--- config.mk ---
export PLATFORM = sky130hd
export DESIGN_NAME = id_stage_flat
export DESIGN_NICKNAME = d
export VERILOG_FILES = /design/src/rtl/id_stage_if.sv /design/src/rtl/id_stage.sv /design/src/flat_wrapper.sv
export SDC_FILE = /design/constraint.sdc
export NUM_CORES = 2
export LEC_CHECK = 0
export CAP_MARGIN = 0
export CORE_MARGIN = 2
export CORE_UTILIZATION = 30
export CTS_CLUSTER_DIAMETER = 40
export DETAILED_ROUTE_END_ITERATION = 10
export HOLD_SLACK_MARGIN = 0.02
export PLACE_DENSITY_LB_ADDON = 0.3
export SETUP_SLACK_MARGIN = 0.3
export SYNTH_ARGS = -nofsm -noshare
export SYNTH_HDL_FRONTEND = slang
export SYNTH_SLANG_ARGS = --single-unit
export TNS_END_PERCENT = 1
--- constraint.sdc ---
create_clock -name clk -period 5.1 [get_ports clk]
set_input_delay 0.51 -clock clk [delete_from_list [all_inputs] [get_ports clk]]
set_output_delay 0.51 -clock clk [all_outputs]
set_load 0.1 [all_outputs]
--- src/rtl/id_stage_if.sv ---
`default_nettype none
// ============================================================================
// Module      : id_stage_if
// Description : Bundle of every non-clock/reset signal of the decode stage.
//               The fetch side, the writeback port and the execute-facing
//               outputs all live here.
//               master : drives fetch/writeback inputs, observes ID outputs
//               slave  : the decode stage itself
// Ports       : none (parameterised by DATA_W and CNT_W)
// Revision    : 1.0  initial release
// ============================================================================
interface id_stage_if #(
    parameter int DATA_W = 32,
    parameter int CNT_W  = 32
);
    // fetch side
    logic [31:0]       instr;
    logic              if_valid;
    logic [31:0]       pc4_in;
    logic              flush;
    // writeback port
    logic              wb_en;
    logic [4:0]        wb_addr;
    logic [DATA_W-1:0] wb_data;
    // to execute
    logic [5:0]        op;
    logic [DATA_W-1:0] rs;
    logic [DATA_W-1:0] rt;
    logic [31:0]       i_data_2_ex;
    logic [31:0]       pc4_out_2_ex;
    logic              mem_read_2_ex;
    logic              mem_to_reg_2_ex;
    logic              mem_write_2_ex;
    logic [4:0]        rd_add_value_2_ex;
    // status
    logic              stall_out;
    logic              halted;
    logic [CNT_W-1:0]  instr_count;
    logic [CNT_W-1:0]  stall_count;

    modport master (
        output instr, if_valid, pc4_in, flush, wb_en, wb_addr, wb_data,
        input  op, rs, rt, i_data_2_ex, pc4_out_2_ex, mem_read_2_ex,
               mem_to_reg_2_ex, mem_write_2_ex, rd_add_value_2_ex,
               stall_out, halted, instr_count, stall_count
    );

    modport slave (
        input  instr, if_valid, pc4_in, flush, wb_en, wb_addr, wb_data,
        output op, rs, rt, i_data_2_ex, pc4_out_2_ex, mem_read_2_ex,
               mem_to_reg_2_ex, mem_write_2_ex, rd_add_value_2_ex,
               stall_out, halted, instr_count, stall_count
    );
endinterface
`default_nettype wire

--- src/rtl/id_stage.sv ---
`default_nettype none
// ============================================================================
// Module      : id_stage
// Description : Instruction-decode stage. Decodes the fetched instruction,
//               reads the 32x32 register file (with same-cycle writeback
//               bypass), inserts a one-cycle bubble on load-use hazards,
//               honours branch flush and HALT, and keeps saturating
//               issue/stall counters. All outputs except stall_out are
//               registered (one-cycle latency).
// Ports       : clk    - clock, all state on rising edge
//               reset  - synchronous, active-low
//               bus    - id_stage_if.slave: fetch inputs, writeback port,
//                        execute-facing outputs, stall/halt/counters
// Revision    : 1.0  initial release
// ============================================================================
module id_stage #(
    parameter int         DATA_W    = 32,
    parameter int         CNT_W     = 32,
    parameter logic [5:0] BUBBLE_OP = 6'b111111
) (
    input  wire logic   clk,
    input  wire logic   reset,
    id_stage_if.slave   bus
);

    localparam logic [5:0] c_OP_LDW  = 6'b001100;
    localparam logic [5:0] c_OP_STW  = 6'b001101;
    localparam logic [5:0] c_OP_BZ   = 6'b001110;
    localparam logic [5:0] c_OP_BEQ  = 6'b001111;
    localparam logic [5:0] c_OP_JR   = 6'b010000;
    localparam logic [5:0] c_OP_HALT = 6'b010001;

    // ------------------------------------------------------------------
    // State
    // ------------------------------------------------------------------
    logic [DATA_W-1:0] r_regs [32];
    logic [5:0]        r_op;
    logic [DATA_W-1:0] r_rs;
    logic [DATA_W-1:0] r_rt;
    logic [31:0]       r_imm;
    logic [31:0]       r_pc4;
    logic              r_mem_read;
    logic              r_mem_to_reg;
    logic              r_mem_write;
    logic [4:0]        r_dest;
    logic              r_halted;
    logic [CNT_W-1:0]  r_icnt;
    logic [CNT_W-1:0]  r_scnt;

    // ------------------------------------------------------------------
    // Field extraction
    // ------------------------------------------------------------------
    logic [5:0]  w_opc;
    logic [4:0]  w_rs_a;
    logic [4:0]  w_rt_a;
    logic [4:0]  w_rd_a;
    logic [31:0] w_imm;

    assign w_opc  = bus.instr[31:26];
    assign w_rs_a = bus.instr[25:21];
    assign w_rt_a = bus.instr[20:16];
    assign w_rd_a = bus.instr[15:11];
    assign w_imm  = {{16{bus.instr[15]}}, bus.instr[15:0]};

    // ------------------------------------------------------------------
    // Decode: which registers are read, destination, memory controls
    // ------------------------------------------------------------------
    logic       w_valid;
    logic       w_use_rs;
    logic       w_use_rt;
    logic [4:0] w_dest;
    logic       w_ld;
    logic       w_st;
    logic       w_halt;

    always_comb begin
        w_valid  = 1'b0;
        w_use_rs = 1'b0;
        w_use_rt = 1'b0;
        w_dest   = 5'd0;
        w_ld     = 1'b0;
        w_st     = 1'b0;
        w_halt   = 1'b0;
        case (w_opc)
            6'b000000, 6'b000010, 6'b000100,
            6'b000110, 6'b001000, 6'b001010: begin  // R-type ALU
                w_valid  = 1'b1;
                w_use_rs = 1'b1;
                w_use_rt = 1'b1;
                w_dest   = w_rd_a;
            end
            6'b000001, 6'b000011, 6'b000101,
            6'b000111, 6'b001001, 6'b001011: begin  // I-type ALU
                w_valid  = 1'b1;
                w_use_rs = 1'b1;
                w_dest   = w_rt_a;
            end
            c_OP_LDW: begin
                w_valid  = 1'b1;
                w_use_rs = 1'b1;
                w_dest   = w_rt_a;
                w_ld     = 1'b1;
            end
            c_OP_STW: begin
                w_valid  = 1'b1;
                w_use_rs = 1'b1;
                w_use_rt = 1'b1;
                w_st     = 1'b1;
            end
            c_OP_BZ, c_OP_JR: begin
                w_valid  = 1'b1;
                w_use_rs = 1'b1;
            end
            c_OP_BEQ: begin
                w_valid  = 1'b1;
                w_use_rs = 1'b1;
                w_use_rt = 1'b1;
            end
            c_OP_HALT: begin
                w_valid  = 1'b1;
                w_halt   = 1'b1;
            end
            default: ;  // unknown opcode: issues as a bubble
        endcase
    end

    // ------------------------------------------------------------------
    // Register read with writeback bypass (R0 hard-wired to zero)
    // ------------------------------------------------------------------
    logic [DATA_W-1:0] w_rs_val;
    logic [DATA_W-1:0] w_rt_val;

    always_comb begin
        w_rs_val = '0;
        w_rt_val = '0;
        if (w_rs_a != 5'd0) begin
            if (bus.wb_en && (bus.wb_addr == w_rs_a)) w_rs_val = bus.wb_data;
            else                                       w_rs_val = r_regs[w_rs_a];
        end
        if (w_rt_a != 5'd0) begin
            if (bus.wb_en && (bus.wb_addr == w_rt_a)) w_rt_val = bus.wb_data;
            else                                       w_rt_val = r_regs[w_rt_a];
        end
    end

    // ------------------------------------------------------------------
    // Load-use hazard. Only registers the instruction really reads count,
    // so e.g. an I-type whose rt field matches the load target never
    // stalls. The bubble we insert clears r_mem_read next cycle, which
    // bounds every load-use pair to a single stall cycle.
    // ------------------------------------------------------------------
    logic w_stall;
    logic w_issue;

    assign w_stall = reset && bus.if_valid && !bus.flush && !r_halted &&
                     r_mem_read && (r_dest != 5'd0) &&
                     ((w_use_rs && (w_rs_a == r_dest)) ||
                      (w_use_rt && (w_rt_a == r_dest)));

    assign w_issue = bus.if_valid && !bus.flush && !r_halted && !w_stall && w_valid;

    // ------------------------------------------------------------------
    // Sequential state
    // ------------------------------------------------------------------
    always_ff @(posedge clk) begin
        if (!reset) begin
            for (int i = 0; i < 32; i++) r_regs[i] <= '0;
            r_op         <= BUBBLE_OP;
            r_rs         <= '0;
            r_rt         <= '0;
            r_imm        <= '0;
            r_pc4        <= '0;
            r_mem_read   <= 1'b0;
            r_mem_to_reg <= 1'b0;
            r_mem_write  <= 1'b0;
            r_dest       <= 5'd0;
            r_halted     <= 1'b0;
            r_icnt       <= '0;
            r_scnt       <= '0;
        end else begin
            if (bus.wb_en && (bus.wb_addr != 5'd0))
                r_regs[bus.wb_addr] <= bus.wb_data;

            if (w_stall && (r_scnt != '1))
                r_scnt <= r_scnt + 1'b1;

            if (w_issue) begin
                r_op         <= w_opc;
                r_rs         <= w_rs_val;
                r_rt         <= w_rt_val;
                r_imm        <= w_imm;
                r_pc4        <= bus.pc4_in;
                r_mem_read   <= w_ld;
                r_mem_to_reg <= w_ld;
                r_mem_write  <= w_st;
                r_dest       <= w_dest;
                if (w_halt)
                    r_halted <= 1'b1;
                if (r_icnt != '1)
                    r_icnt <= r_icnt + 1'b1;
            end else begin
                r_op         <= BUBBLE_OP;
                r_rs         <= '0;
                r_rt         <= '0;
                r_imm        <= '0;
                r_pc4        <= '0;
                r_mem_read   <= 1'b0;
                r_mem_to_reg <= 1'b0;
                r_mem_write  <= 1'b0;
                r_dest       <= 5'd0;
            end
        end
    end

    // ------------------------------------------------------------------
    // Outputs
    // ------------------------------------------------------------------
    assign bus.op                = r_op;
    assign bus.rs                = r_rs;
    assign bus.rt                = r_rt;
    assign bus.i_data_2_ex       = r_imm;
    assign bus.pc4_out_2_ex      = r_pc4;
    assign bus.mem_read_2_ex     = r_mem_read;
    assign bus.mem_to_reg_2_ex   = r_mem_to_reg;
    assign bus.mem_write_2_ex    = r_mem_write;
    assign bus.rd_add_value_2_ex = r_dest;
    assign bus.stall_out         = w_stall;
    assign bus.halted            = r_halted;
    assign bus.instr_count       = r_icnt;
    assign bus.stall_count       = r_scnt;

endmodule
`default_nettype wire

--- src/flat_wrapper.sv ---
// flat-port wrapper written by rule: the top's interface ports become plain ports
module id_stage_flat 
#(
    parameter int         DATA_W    = 32,
    parameter int         CNT_W     = 32,
    parameter logic [5:0] BUBBLE_OP = 6'b111111
)
  (clk, reset, bus_instr, bus_if_valid, bus_pc4_in, bus_flush, bus_wb_en, bus_wb_addr, bus_wb_data, bus_op, bus_rs, bus_rt, bus_i_data_2_ex, bus_pc4_out_2_ex, bus_mem_read_2_ex, bus_mem_to_reg_2_ex, bus_mem_write_2_ex, bus_rd_add_value_2_ex, bus_stall_out, bus_halted, bus_instr_count, bus_stall_count);
  id_stage_if #(.DATA_W(DATA_W), .CNT_W(CNT_W)) bus_i ();
  input  wire logic clk;
  input  wire logic reset;
  input wire logic [$bits(bus_i.instr)-1:0] bus_instr;
  input wire logic [$bits(bus_i.if_valid)-1:0] bus_if_valid;
  input wire logic [$bits(bus_i.pc4_in)-1:0] bus_pc4_in;
  input wire logic [$bits(bus_i.flush)-1:0] bus_flush;
  input wire logic [$bits(bus_i.wb_en)-1:0] bus_wb_en;
  input wire logic [$bits(bus_i.wb_addr)-1:0] bus_wb_addr;
  input wire logic [$bits(bus_i.wb_data)-1:0] bus_wb_data;
  output wire logic [$bits(bus_i.op)-1:0] bus_op;
  output wire logic [$bits(bus_i.rs)-1:0] bus_rs;
  output wire logic [$bits(bus_i.rt)-1:0] bus_rt;
  output wire logic [$bits(bus_i.i_data_2_ex)-1:0] bus_i_data_2_ex;
  output wire logic [$bits(bus_i.pc4_out_2_ex)-1:0] bus_pc4_out_2_ex;
  output wire logic [$bits(bus_i.mem_read_2_ex)-1:0] bus_mem_read_2_ex;
  output wire logic [$bits(bus_i.mem_to_reg_2_ex)-1:0] bus_mem_to_reg_2_ex;
  output wire logic [$bits(bus_i.mem_write_2_ex)-1:0] bus_mem_write_2_ex;
  output wire logic [$bits(bus_i.rd_add_value_2_ex)-1:0] bus_rd_add_value_2_ex;
  output wire logic [$bits(bus_i.stall_out)-1:0] bus_stall_out;
  output wire logic [$bits(bus_i.halted)-1:0] bus_halted;
  output wire logic [$bits(bus_i.instr_count)-1:0] bus_instr_count;
  output wire logic [$bits(bus_i.stall_count)-1:0] bus_stall_count;
  assign bus_i.instr = bus_instr;
  assign bus_i.if_valid = bus_if_valid;
  assign bus_i.pc4_in = bus_pc4_in;
  assign bus_i.flush = bus_flush;
  assign bus_i.wb_en = bus_wb_en;
  assign bus_i.wb_addr = bus_wb_addr;
  assign bus_i.wb_data = bus_wb_data;
  assign bus_op = bus_i.op;
  assign bus_rs = bus_i.rs;
  assign bus_rt = bus_i.rt;
  assign bus_i_data_2_ex = bus_i.i_data_2_ex;
  assign bus_pc4_out_2_ex = bus_i.pc4_out_2_ex;
  assign bus_mem_read_2_ex = bus_i.mem_read_2_ex;
  assign bus_mem_to_reg_2_ex = bus_i.mem_to_reg_2_ex;
  assign bus_mem_write_2_ex = bus_i.mem_write_2_ex;
  assign bus_rd_add_value_2_ex = bus_i.rd_add_value_2_ex;
  assign bus_stall_out = bus_i.stall_out;
  assign bus_halted = bus_i.halted;
  assign bus_instr_count = bus_i.instr_count;
  assign bus_stall_count = bus_i.stall_count;
  id_stage #(.DATA_W(DATA_W), .CNT_W(CNT_W), .BUBBLE_OP(BUBBLE_OP)) u_core (.clk(clk), .reset(reset), .bus(bus_i));
endmodule
==> impl_metrics.ini <==
[power_and_ir_drop]
power_switching_mw = 7.02
combPwrFrac_pct = 10.1
internal_power_mw = 20.1
p_leak_nw = 26.0
ir_drop_mv = 0.289
powerDensity_mw_per_mm2 = 358
switching_share_pct = 25.9
p_seq_share_pct = 42.4
p_clk_share_pct = 47.5

[drt]
drcViolationCount = 0
ant_nets = 0
first_pass_iters = 8
drt-initial-drc-count = 5327
viasPerCell = 5.58
routedWlPerCell_um = 31.6
vias = 43600
wl_um = 247000

[flow_run]
max_cap_viol_count = 0

[timing]
worst_pin_slew_ps = 1320
skew_ps = 46.7
slew_headroom_pct = 11.4
setup-violations-final = 0
setup_ws_ps = 1400
hold_ws_ps = 220
fin_crit_ps = 3700
rsz0062_at_grt = no
tns_ps = 0
fmax_ghz = 0.271
timing_hold_violations_final = 0
drv_slew = 0
period_share_pct = 72.5

[floorplanning]
initial_utilization_pct = 30.2
io_pins = 314
dieArea_mm2 = 0.212
dieHeight_um = 460
coreArea_mm2 = 0.207
dieWidth_um = 460
fp-row-count = 167

[synthesis]
synth.avg_cell_area_um2 = 13.4
synth_edf_count = 1024
synth-seq-area-share_pct = 55.3
netlist.area_leader.share_pct = 49.2
yosysUniqueCellTypes = 70
synth.area.top_cells = edfxtp_1, mux4_2, and2_1, dfxtp_1, mux2i_1
synth_seq_cells = 1214
yosysWarnings = 0
netlist_area_mm2 = 0.0625
synthArstFlopShare_pct = 0
syn_inst = 4652
synth_flop_cell = edfxtp_1
yosys.area.top_type = edfxtp_1

[global_route]
antenna_found_initial = 21
grt_pass1_vias = 43100
track_usage_pct = 22.9
grt_pass1_wl_um = 343000
grt_max_degree = 70
gr-total-overflow = 0

[place]
dp.cells = 7469
gp_congestion = 0.877
pre_cts_slack_ps = 1160
io_buffers = 313
hpwl_um = 159000

[setup_path]
endpoint_kind = output pin
cpPeakStageDelay_ps = 920
cp_slowest_cell = clkdlybuf4s50_1
cp_cell_sequence = clkdlybuf4s50_1 > xor2_1 > nor4_1 > o221ai_4 > inv_2 > buf_4 > buf_12
cp.required_ps = 4590
crit_type = in -> out
cp-start-kind = input port
worst-path-buf-inv = 4
critical_path_arrival_ps = 3190
path_max_fanout = 22
critPathTopFamily = buffers and inverters

[clock_tree]
insertion_delay_ps = 840
cts_setup_buffers = 0
clkSinkCount = 1214
post_cts_resized = 0
holdBufCountCts = 0
clockBufferDepth = 3
tritoncts = built
cts-root-buf = clkbuf_16
h-tree-depth = 4
clkTransAtPathRegs_ps = 50
cts-buffers-inserted = 181

[cells_and_area]
fin_nets = 4972
layout_common_cells = edfxtp_1, and2_1, mux4_2
area_growth_pct = 21.2
layout-drive-gt1-share_pct = 20.7
stdcell_count = 7821
final_common_cell = edfxtp_1

[hold_path]
hp-class = in -> reg

[outcome]
status = finished clean
[per-layer routing]
layer / global-route usage (%) / vias to the layer above / part of all wire (%) / routed length, um
met5: 0 / - / 0.031 / 77
met4: 13.9 / 14 / 6.7 / 16600
met3: 4.37 / 574 / 7.8 / 19200
met2: 37.5 / 2369 / 47 / 117000
met1: 28.1 / 22500 / 38 / 94500
li1: - / 18200 / - / -
[kinds of logic after synthesis]
family | count (synthesis) | share of synthesized area [%]
muxes | 718 | 18.8
and+or+nand+nor | 1601 | 15.4
other | 1 | 0.00600
DFF | 1214 | 55.3
xor gates and xnor gates | 21 | 0.295
buffers and inverters | 504 | 3.58
adders and majority gates | 2 | 0.0401
AOI/OAI and AO/OA | 591 | 6.54
[sequential cells by signal (all words and copies together), names as in the netlist, 5 cells and up]
signal	count
u_core.bus.i_data_2_ex	16
u_core.bus.instr_count	32
u_core.bus.op	6
u_core.bus.pc4_out_2_ex	32
u_core.bus.rd_add_value_2_ex	5
u_core.bus.rs	32
u_core.bus.rt	32
u_core.bus.stall_count	32
u_core.r_regs	1024
[final timing paths]
check	slack [ps]	to	cells past startpoint	from
worst max register to register	2170	u_core.bus.rs[6]	7	u_core.bus.halted
worst max-delay path	1400	bus_stall_out	7	bus_instr[19]
worst min register to register	480	u_core.bus.stall_count[28]	2	u_core.bus.stall_count[28]
worst min-delay path	220	u_core.bus.instr_count[6]	2	reset
[stage by stage]
| stage | total power [mW] | cell area, um^2 | utilization (%) |
|---|---|---|---|
| 2_1_floorplan | 13.2 | 62600 | - |
| 6_report | 27.1 | 75700 | 36.5 |
| 4_1_cts | 27.2 | 75600 | 36.5 |
| 3_3_place_gp | 14.4 | 69400 | 33.5 |
| 5_1_grt | 27.7 | 75700 | 36.5 |
| 3_5_place_dp | 14.4 | 69400 | 33.5 |
[synthesized netlist by cell type, drive strengths merged (10+ instances only)]
library cell	number
a21oi	106
a221o	37
a221oi	69
a22oi	58
and2	998
and3	64
buf	161
clkbuf	330
dfxtp	190
edfxtp	1024
inv	13
mux2	85
mux2i	278
mux4	355
nand2	94
nand2b	38
nand3	56
nand3b	31
nand4	41
nand4b	17
nor2	111
nor3	47
nor3b	11
nor4	17
o2111ai	15
o211ai	29
o21ai	128
o221ai	12
o22a	27
o22ai	55
o31ai	13
or3	34
or4	16
xnor2	11
xor2	10
[power by group through the flow]
stage               clock [mW]  sequential (mW)  combinational (mW)
global placement             0             11.7                2.69
floorplan                    0             11.7                1.53
finish                    12.9             11.5                2.72
CTS                       13.0             11.5                2.71
global route              13.4             11.5                2.81
detailed placement           0             11.7                2.70
[layout make-up]
| cell class | count | area (um^2) |
|---|---|---|
| multi-input cells | 2965 | 26400 |
| fillers | 19600 | 131000 |
| clock buffers | 230 | 4850 |
| clock inverters | 112 | 1400 |
| inverters | 13 | 50.0 |
| repair buffers | 489 | 4940 |
| flip-flops and latches | 1214 | 34600 |
| well taps | 2788 | 3490 |
| diodes | 10 | 25.0 |
Power figures use the tool's default switching activity.
